<file path="config.mk">
export PLATFORM = sky130hd
export DESIGN_NAME = lift_scheduler
export DESIGN_NICKNAME = d
export VERILOG_FILES = /design/src/rtl/lift_pkg.sv /design/src/rtl/lift_timer.sv /design/src/rtl/lift_scheduler.sv
export SDC_FILE = /design/constraint.sdc
export NUM_CORES = 1
export LEC_CHECK = 0
export ABC_AREA = 0
export CAP_MARGIN = 20
export CORE_MARGIN = 8
export CORE_UTILIZATION = 55
export CTS_CLUSTER_DIAMETER = 100
export DETAILED_ROUTE_END_ITERATION = 12
export PLACE_DENSITY = 0.87
export SYNTH_ARGS = -nofsm -noshare
export SYNTH_HDL_FRONTEND = slang
export SYNTH_HIERARCHICAL = 1
export SYNTH_SLANG_ARGS = --single-unit
</file>
<file path="constraint.sdc">
create_clock -name i_clk -period 3.2 [get_ports i_clk]
set_input_delay 0.8 -clock i_clk [delete_from_list [all_inputs] [get_ports i_clk]]
set_output_delay 0.8 -clock i_clk [all_outputs]
set_load 0.005 [all_outputs]
</file>
<file path="src/rtl/lift_pkg.sv">
// Shared definitions for the lift controller: FSM state codes, travel
// direction codes and the floor-index width helper.
package lift_pkg;

  localparam logic [1:0] ST_IDLE      = 2'd0;
  localparam logic [1:0] ST_MOVE_UP   = 2'd1;
  localparam logic [1:0] ST_MOVE_DOWN = 2'd2;
  localparam logic [1:0] ST_DOOR_OPEN = 2'd3;

  localparam logic DIR_UP   = 1'b1;
  localparam logic DIR_DOWN = 1'b0;

  // Width of a floor index; never below one bit.
  function automatic int fw_of(input int n);
    return (n <= 2) ? 1 : $clog2(n);
  endfunction

endpackage

</file>
<file path="src/rtl/lift_timer.sv">
// Loadable down-counter. It counts toward zero and then holds there. The
// expiry flag is high while the count is zero, so a value of N-1 that is
// loaded on an edge gives N cycles before the flag is seen.
module lift_timer #(
  parameter int W = 4
) (
  input  logic         i_clk,
  input  logic         i_reset,
  input  logic         i_load,
  input  logic [W-1:0] i_load_val,
  output logic         o_expired
);

  logic [W-1:0] r_cnt;

  // Load or count down, then saturate at zero.
  always_ff @(posedge i_clk) begin
    if (i_reset) begin
      r_cnt <= '0;
    end else if (i_load) begin
      r_cnt <= i_load_val;
    end else if (r_cnt != '0) begin
      r_cnt <= r_cnt - W'(1);
    end else begin
      r_cnt <= r_cnt;
    end
  end

  assign o_expired = (r_cnt == '0);

endmodule

</file>
<file path="src/rtl/lift_scheduler.sv">
// SCAN lift car controller. It latches floor calls and keeps moving in the
// current direction while calls exist beyond the car, stopping at every
// latched floor. It reverses only when nothing remains ahead. The indicators
// follow the lift meaning: green = door open, red = car moving.
module lift_scheduler
  import lift_pkg::*;
#(
  parameter int NUM_FLOORS    = 4,
  parameter int TRAVEL_CYCLES = 3,
  parameter int DOOR_CYCLES   = 4
) (
  input  logic                          i_clk,
  input  logic                          i_reset,
  input  logic [NUM_FLOORS-1:0]         i_call,
  input  logic                          i_door_hold,
  output logic [fw_of(NUM_FLOORS)-1:0]  o_floor,
  output logic                          o_up,
  output logic                          o_down,
  output logic                          o_door,
  output logic                          o_grn,
  output logic                          o_red,
  output logic [NUM_FLOORS-1:0]         o_pending
);

  localparam int FW = fw_of(NUM_FLOORS);
  localparam int TW = $clog2(TRAVEL_CYCLES + 1);
  localparam int DW = $clog2(DOOR_CYCLES + 1);
  localparam logic [FW-1:0] TOP_FLOOR   = FW'(NUM_FLOORS - 1);
  localparam logic [TW-1:0] TRAVEL_LOAD = TW'(TRAVEL_CYCLES - 1);
  localparam logic [DW-1:0] DOOR_LOAD   = DW'(DOOR_CYCLES - 1);

  logic [1:0]            r_state;
  logic [FW-1:0]         r_floor;
  logic                  r_dir;
  logic [NUM_FLOORS-1:0] r_pending;

  logic [1:0]            w_state_nxt;
  logic [FW-1:0]         w_floor_nxt;
  logic                  w_dir_nxt;
  logic [NUM_FLOORS-1:0] w_served;
  logic                  w_trv_load;
  logic                  w_door_load;
  logic                  w_trv_expired;
  logic                  w_door_expired;
  logic [NUM_FLOORS-1:0] w_above_mask;
  logic [NUM_FLOORS-1:0] w_below_mask;
  logic [NUM_FLOORS-1:0] w_cur_onehot;
  logic [NUM_FLOORS-1:0] w_up_onehot;
  logic [NUM_FLOORS-1:0] w_dn_onehot;
  logic                  w_pend_above;
  logic                  w_pend_below;
  logic                  w_ahead;
  logic                  w_behind;
  logic                  w_hold_req;
  logic [FW-1:0]         w_floor_up;
  logic [FW-1:0]         w_floor_dn;

  lift_timer #(.W(TW)) u_travel_timer (
    .i_clk      (i_clk),
    .i_reset    (i_reset),
    .i_load     (w_trv_load),
    .i_load_val (TRAVEL_LOAD),
    .o_expired  (w_trv_expired)
  );

  lift_timer #(.W(DW)) u_door_timer (
    .i_clk      (i_clk),
    .i_reset    (i_reset),
    .i_load     (w_door_load),
    .i_load_val (DOOR_LOAD),
    .o_expired  (w_door_expired)
  );

  // Thermometer masks above/below the car and one-hots for this floor and its neighbours.
  always_comb begin
    w_above_mask = '0;
    w_below_mask = '0;
    w_cur_onehot = '0;
    w_up_onehot  = '0;
    w_dn_onehot  = '0;
    for (int i = 0; i < NUM_FLOORS; i++) begin
      w_above_mask[i] = (i > int'(r_floor));
      w_below_mask[i] = (i < int'(r_floor));
      w_cur_onehot[i] = (i == int'(r_floor));
      w_up_onehot[i]  = (i == int'(r_floor) + 1);
      w_dn_onehot[i]  = (i == int'(r_floor) - 1);
    end
  end

  assign w_pend_above = |(r_pending & w_above_mask);
  assign w_pend_below = |(r_pending & w_below_mask);
  assign w_ahead      = (r_dir == DIR_UP) ? w_pend_above : w_pend_below;
  assign w_behind     = (r_dir == DIR_UP) ? w_pend_below : w_pend_above;
  assign w_hold_req   = i_door_hold | (|(i_call & w_cur_onehot));
  assign w_floor_up   = r_floor + FW'(1);
  assign w_floor_dn   = r_floor - FW'(1);

  // SCAN scheduler: choose next state, floor and direction, and which call is served.
  always_comb begin
    w_state_nxt = r_state;
    w_floor_nxt = r_floor;
    w_dir_nxt   = r_dir;
    w_trv_load  = 1'b0;
    w_door_load = 1'b0;
    w_served    = '0;
    case (r_state)
      ST_IDLE: begin
        if (|(r_pending & w_cur_onehot)) begin
          w_state_nxt = ST_DOOR_OPEN;
          w_door_load = 1'b1;
          w_served    = w_cur_onehot;
        end else if (w_ahead) begin
          w_state_nxt = (r_dir == DIR_UP) ? ST_MOVE_UP : ST_MOVE_DOWN;
          w_trv_load  = 1'b1;
        end else if (w_behind) begin
          w_dir_nxt   = (r_dir == DIR_UP) ? DIR_DOWN : DIR_UP;
          w_state_nxt = (r_dir == DIR_UP) ? ST_MOVE_DOWN : ST_MOVE_UP;
          w_trv_load  = 1'b1;
        end else begin
          w_state_nxt = ST_IDLE;
        end
      end
      ST_MOVE_UP: begin
        if (!w_trv_expired) begin
          w_state_nxt = ST_MOVE_UP;
        end else if (r_floor == TOP_FLOOR) begin
          // Cannot go higher; settle rather than leave the shaft.
          w_state_nxt = ST_IDLE;
        end else begin
          w_floor_nxt = w_floor_up;
          if (|(r_pending & w_up_onehot)) begin
            w_state_nxt = ST_DOOR_OPEN;
            w_door_load = 1'b1;
            w_served    = w_up_onehot;
          end else begin
            w_trv_load  = 1'b1;
          end
        end
      end
      ST_MOVE_DOWN: begin
        if (!w_trv_expired) begin
          w_state_nxt = ST_MOVE_DOWN;
        end else if (r_floor == '0) begin
          w_state_nxt = ST_IDLE;
        end else begin
          w_floor_nxt = w_floor_dn;
          if (|(r_pending & w_dn_onehot)) begin
            w_state_nxt = ST_DOOR_OPEN;
            w_door_load = 1'b1;
            w_served    = w_dn_onehot;
          end else begin
            w_trv_load  = 1'b1;
          end
        end
      end
      ST_DOOR_OPEN: begin
        // A call for the open floor is absorbed by the open door, never latched.
        w_served = w_cur_onehot;
        if (w_hold_req) begin
          w_door_load = 1'b1;
        end else if (!w_door_expired) begin
          w_state_nxt = ST_DOOR_OPEN;
        end else if (w_ahead) begin
          w_state_nxt = (r_dir == DIR_UP) ? ST_MOVE_UP : ST_MOVE_DOWN;
          w_trv_load  = 1'b1;
        end else if (w_behind) begin
          w_dir_nxt   = (r_dir == DIR_UP) ? DIR_DOWN : DIR_UP;
          w_state_nxt = (r_dir == DIR_UP) ? ST_MOVE_DOWN : ST_MOVE_UP;
          w_trv_load  = 1'b1;
        end else begin
          w_state_nxt = ST_IDLE;
        end
      end
      default: begin
        w_state_nxt = ST_IDLE;
      end
    endcase
  end

  // Car state, position, direction and call latch.
  always_ff @(posedge i_clk) begin
    if (i_reset) begin
      r_state   <= ST_IDLE;
      r_floor   <= '0;
      r_dir     <= DIR_UP;
      r_pending <= '0;
    end else begin
      r_state   <= w_state_nxt;
      r_floor   <= w_floor_nxt;
      r_dir     <= w_dir_nxt;
      r_pending <= (r_pending | i_call) & ~w_served;
    end
  end

  assign o_floor   = r_floor;
  assign o_up      = (r_state == ST_MOVE_UP);
  assign o_down    = (r_state == ST_MOVE_DOWN);
  assign o_door    = (r_state == ST_DOOR_OPEN);
  assign o_grn     = o_door;
  assign o_red     = o_up | o_down;
  assign o_pending = r_pending;

endmodule

</file>
# Word-level counts from Yosys, hierarchy flattened
# Index checks and enable logic that the tools add are counted.
totals:
  ff_bits: 14
  inputBits: 7
  output_inout_bits: 11
  elab_cells: 138
classes:
  add_sub_neg: 6
  order_cmp: 6
  eq_ne: 22
  n_mux: 61
  bitwise: 11
  reduce_logical: 24
ops:
  columns: ["operator", "count"]
  rows:
  - ["$logic_not A32 Y1", 2]
  - ["$mux W2", 21]
  - ["$eq A2 B32 Y1 const A", 1]
  - ["$eq A3 B32 Y1 const A", 1]
  - ["$mux W4", 7]
  - ["$mux W1", 27]
  - ["$and A4 B4 Y4", 6]
  - ["$reduce_or A4 Y1", 6]
  - ["$pmux W4 S4", 1]
  - ["$reduce_bool A2 Y1", 5]
  - ["$logic_not A2 Y1", 4]
  - ["$ne A2 B2 Y1 const B", 4]
  - ["$ne A4 B2 Y1 const B", 2]
  - ["$pmux W1 S4", 2]
  - ["$pmux W2 S4", 1]
  - ["$eq A2 B2 Y1 const B", 3]
  - ["$eq A2 B3 Y1 const A", 2]
  - ["$eq A3 B3 Y1 const A", 2]
  - ["$ne A2 B1 Y1 const B", 3]
  - ["$reduce_and A5 Y1", 1]
  - ["$and A4 B3 Y4", 1]
  - ["$eq A2 B2 Y1 const A", 2]
  - ["$gt A2 B2 Y1 const A", 2]
  - ["$lt A1 B2 Y1 const A", 2]
  - ["19 further kinds", 22]

# Depth between registers and ports, before layout
depth:
  depth_word: 10
  ltp_mapped: 10
  depth_no_buf: 10

# By module
# The synthesis kept the hierarchy.
modules_own_cells:
  columns: ["mod", "instances", "cells_per_inst", "area_each_um2"]
  rows:
  - ["lift_scheduler", 1, 118, 949.7]
  - ["lift_timer (u_door_timer)", 1, 22, 206.4]
  - ["lift_timer (u_travel_timer)", 1, 12, 121.4]

# Worst setup path before layout
# Ideal clock, no wire load.
synth_timing:
  kind: "reg2reg"
  start: "reg r_floor[1] (netlist: o_floor[1])"
  end: "reg r_dir"
  setup_time_ns: 0.122
  t_arrival_ns: 2.120
  required_time_ns: 3.078
  path_slack_ns: 0.958
  stages_incl_launch_ff: 8
  path_buffers: 0
  synth_period_minus_slack_ns: 2.242
  path_cell_list: "dfxtp_1 -> inv_1 -> ha_1 -> a222oi_1 -> a21boi_2 -> a2111oi_4 -> a31oi_1 -> a311o_1"
synth_via:
  elab_chain_len: 9
synth_lines:
  columns: ["element", "line", "rtl"]
  rows:
  - ["start, declared", "lift_scheduler.sv:33", "logic [FW-1:0] r_floor;"]
  - ["start signal, assigned", "lift_scheduler.sv:189", "r_floor <= w_floor_nxt;"]
  - ["$gt A1 B2 Y1, or another cell as far along", "lift_scheduler.sv:82", "w_above_mask[i] = (i > int'(r_floor));"]
  - ["$and A4 B4 Y4 / $and A4 B3 Y4 (equally long branches)", "lift_scheduler.sv:90, lift_scheduler.sv:91", null]
  - ["$reduce_or A4 Y1 (on tied branches)", "lift_scheduler.sv:90, lift_scheduler.sv:91", null]
  - ["$mux W1", "lift_scheduler.sv:93", "assign w_behind = (r_dir == DIR_UP) ? w_pend_below : w_pend_above;"]
  - ["$mux W1 (4 in series)", null, null]
  - ["$pmux W1 S2", null, null]
  - ["end signal, assigned", "lift_scheduler.sv:190", "r_dir <= w_dir_nxt;"]
  - ["end, declared", "lift_scheduler.sv:34", "logic r_dir;"]
# Several ways; a longest one is shown, not always the timed one. The select of a mux whose other input is x is not followed.
# A chain may end at the register's enable or synchronous reset.

# Final worst setup path
layout_timing:
  start: "reg r_floor[1] (netlist: o_floor[1])"
  end: "reg u_door_timer.r_cnt[0]"
layout_via:
  elab_chain_len: 9
layout_lines:
  columns: ["element", "line", "rtl"]
  rows:
  - ["$add A2 B1 Y3 / $sub A2 B1 Y3 (equally long branches)", "lift_scheduler.sv:85, lift_scheduler.sv:86", null]
  - ["$eq A2 B32 Y1, or another cell as far along", "lift_scheduler.sv:85", "w_up_onehot[i] = (i == int'(r_floor) + 1);"]
  - ["$and A4 B4 Y4 (on tied branches)", "lift_scheduler.sv:131, lift_scheduler.sv:147", null]
  - ["$reduce_or A4 Y1 (on tied branches)", "lift_scheduler.sv:131, lift_scheduler.sv:147", null]
  - ["$mux W1 (on tied branches)", "lift_scheduler.sv:131, lift_scheduler.sv:147", null]
  - ["$mux W1 (on tied branches)", "lift_scheduler.sv:126, lift_scheduler.sv:143", null]
  - ["$mux W1 (on tied branches)", "lift_scheduler.sv:124, lift_scheduler.sv:141", null]
  - ["$pmux W1 S4 (*)", "lift_scheduler.sv:106", "case (r_state)"]
  - ["net w_door_load", "lift_scheduler.sv:42", "logic w_door_load;"]
  - ["$mux W2 / $reduce_bool A2 Y1 (equally long branches)", null, null]
  - ["end signal, assigned", "lift_timer.sv:21", "r_cnt <= i_load_val;"]
  - ["end signal, assigned", "lift_timer.sv:23", "r_cnt <= r_cnt - W'(1);"]
  - ["end signal, assigned", "lift_timer.sv:25", "r_cnt <= r_cnt;"]
  - ["end, declared", "lift_timer.sv:14", "logic [W-1:0] r_cnt;"]
# Mark *: on every way through the listed nets, which the timed path passes. The rest lies on a longest branch.

==> run summary <==
TritonCTS Buffers = 3
Most common cell after layout, fill and taps aside = nor2_1
Crit path setup slack, layout = 0.506 ns
Synth area leaders = dfxtp_1, ha_1, nor2_1
Final GP Congestion = 0.903
WS Path Type = register to register
RSZ-0062 raised after global routing = false
Worst EP arrival = 2.84 ns
Ant. Diodes = 0
Final instance area = 1490 um^2
Type of origin of the critical path = register
Post-synth top area share = 21.9%
Peak supply drop = 0.000512 V
Hold buffers post-CTS = 0
Vias/cell = 6.35
Fin. max-slew vios = 0
Vias in the first global route = 1205
Placed cell area = 1460 um^2
Setup crit end kind = register
Yosys warns = 6
Slowest stage delay, CP = 0.48 ns
Chip width = 64.2 um
Initial Utilization = 57.7%
Max cap viols = 0
Core box area = 2210 um^2
Leak = 0.590 nW
# IOs = 18
Run status = completed
Hold Slack = 0.572 ns
Crit Path Max Fanout = 8
Die area = 4120 um^2
Post-Synth XOR/XNOR Area = 2.06%
Final setup skew = 0.0109 ns
Mapped cell area = 1280 um^2
First-pass detailed-route iteration total = 6
Die Ht = 64.2 um
Seq cells post-synth = 14
Slew headroom = 53.2%
Worst-Skew Late Latency = 0.30 ns
TritonCTS clock tree = built
Largest family of logic cells by synthesized area = compound AO/OA/AOI/OAI gates
Synth Area in Simple Gates = 25.3%
Netlist cell types = 49
Wire per inst = 16.2 um
Clock Tree Buf Depth = 2
Clk root buf = clkbuf_4
Post-DP HPWL = 2.37 mm
Clock sinks = 14
GRT Overall Usage = 15.6%
DR vias = 1258
FMAX = 371 MHz
Hold WC Path Type = register to register
Nets@finish = 193
# DRC = 0
Dpl ws = 0.315 ns
# resized after CTS = 0
Routed WL = 3.21 mm
Mapped Cells = 152
First-pass GRT wire length = 5.46 mm
Number of port buffers = 17
Post-synthesis mux area share = 0%
Worst EP required = 3.35 ns
Overflow after GRT = 0
Setup Viol. Count Final = 0
Fin crit period = 2.69 ns
Power Dens Cells = 905 nW/um^2
Fin. Hold Viols = 0
H-tree Lvls = 1
Initial DRC count = 89
Post-synthesis compound-gate area fraction = 29.0%
Row count = 17
CTS clk-pin slew, worst paths = 0.10 ns
Post-synthesis adder-cell area fraction = 14.7%
Post-Syn Area per Cell = 8.40 um^2
Share of layout cells above drive strength 1 = 6.47%
CP max-delay cell = dfxtp_1
Post-CTS setup buffers = 0
Area Overhead vs Synth = 16.8%
Synth area leader = dfxtp_1
Largest net degree at the start of global routing = 17
Critical-path cell list = inv_1 -> ha_1 -> a222oi_1 -> a21boi_2 -> a311oi_1 -> nor2_1 -> nor4b_1 -> a2111oi_1
Initial antenna violation count = 0
Most frequent cells in the layout = nor2_1, clkdlybuf4s50_1, ha_1, dfxtp_1, inv_1
Sequential fraction of the synthesis area = 21.9%
Setup TNS = 0 ns
Tcrit/Tclk final = 84.2%
Worst Max-Slew Pin Slew = 0.700 ns
Antenna-violating nets left = 0
-- worst paths after layout --
check        startpoint                     to  slack, ns  depth (start not counted)
max          o_floor[1]  u_door_timer/r_cnt[0]       0.51                          8
max reg2reg  o_floor[1]  u_door_timer/r_cnt[0]       0.51                          8
min          r_state[0]             r_state[0]       0.57                          2
min reg2reg  r_state[0]             r_state[0]       0.57                          2
-- metrics by stage --
stage | utilization [%] | power [W] | cells
2_1_floorplan | - | 0.000952 | 155
3_3_place_gp | 65.8 | 0.00115 | 194
3_5_place_dp | 65.8 | 0.00119 | 194
4_1_cts | 67.5 | 0.00134 | 198
5_1_grt | 67.5 | 0.00146 | 198
6_report | 67.5 | 0.00135 | 198
-- report_power, final --
group / switching (W) / internal (W) / leakage (nW) / total, W
combinational: 0.000507 / 0.000411 / 0.453 / 0.000918
clock: 0.0000666 / 0.0000695 / 0.0210 / 0.000136
sequential: 0.0000626 / 0.000234 / 0.116 / 0.000296
total: 0.000636 / 0.000714 / 0.590 / 0.00135
-- cells by family (layout without fill, tap and decap cells) --
kind of cell,after synthesis,after routing
and+or+nand+nor,59,59
xor gates and xnor gates,3,3
buffers and inverters,18,33
DFF,14,14
AOI/OAI and AO/OA,41,41
adders and majority gates,15,15
other,2,5
-- registers in the layout, summed over array words and instances (netlist names) --
name                  flops
o_pending                 4
u_door_timer/r_cnt        3
o_floor                   2
r_state                   2
u_travel_timer/r_cnt      2
r_dir                     1
-- routing by layer --
layer,wire length (um),vias to the layer above,track usage [%]
met5,0,-,0
li1,-,597,-
met2,1600,56,27.1
met3,215,3,5.05
met1,1380,602,18.4
met4,13,0,3.00
-- worst max-delay path, delay by kind of cell (launching register included) --
kind                       cells  cell delay, ns
AOI/OAI and AO/OA              4            1.06
DFF                            1            0.48
buffers and inverters          1            0.15
and+or+nand+nor                2            0.55
adders and majority gates      1            0.31
-- cells in the mapped netlist, drive strengths merged --
cell type and count:
nor2 23, ha 15, dfxtp 14, inv 12
a2111oi 8, a22oi 7, nand2 6, nor2b 6
nand3b 5, a211oi 3, a21oi 3, a222oi 3
and2b 3, buf 3, a21boi 2, a221oi 2
a311oi 2, a31oi 2, and2 2, clkbuf 2
conb 2, nand2b 2, nor3 2, nor4b 2
o32ai 2, or2b 2, xor2 2, a311o 1
a32oi 1, and3 1, and3b 1, and4 1
clkdlybuf4s25 1, nand3 1, nor3b 1, o211a 1
o211ai 1, o221ai 1, o31ai 1, o41ai 1
or3b 1, xnor2 1
-- area by class of cell --
| cell class | instances | area [um^2] |
|---|---|---|
| multi-input combinational | 123 | 926 |
| fill | 195 | 719 |
| sequential | 14 | 280 |
| timing repair buffer | 17 | 170 |
| inverter | 12 | 45.0 |
| clock buffer | 4 | 36.3 |
| tap | 28 | 35.0 |
Note: power is estimated with default switching activity, not from simulation.
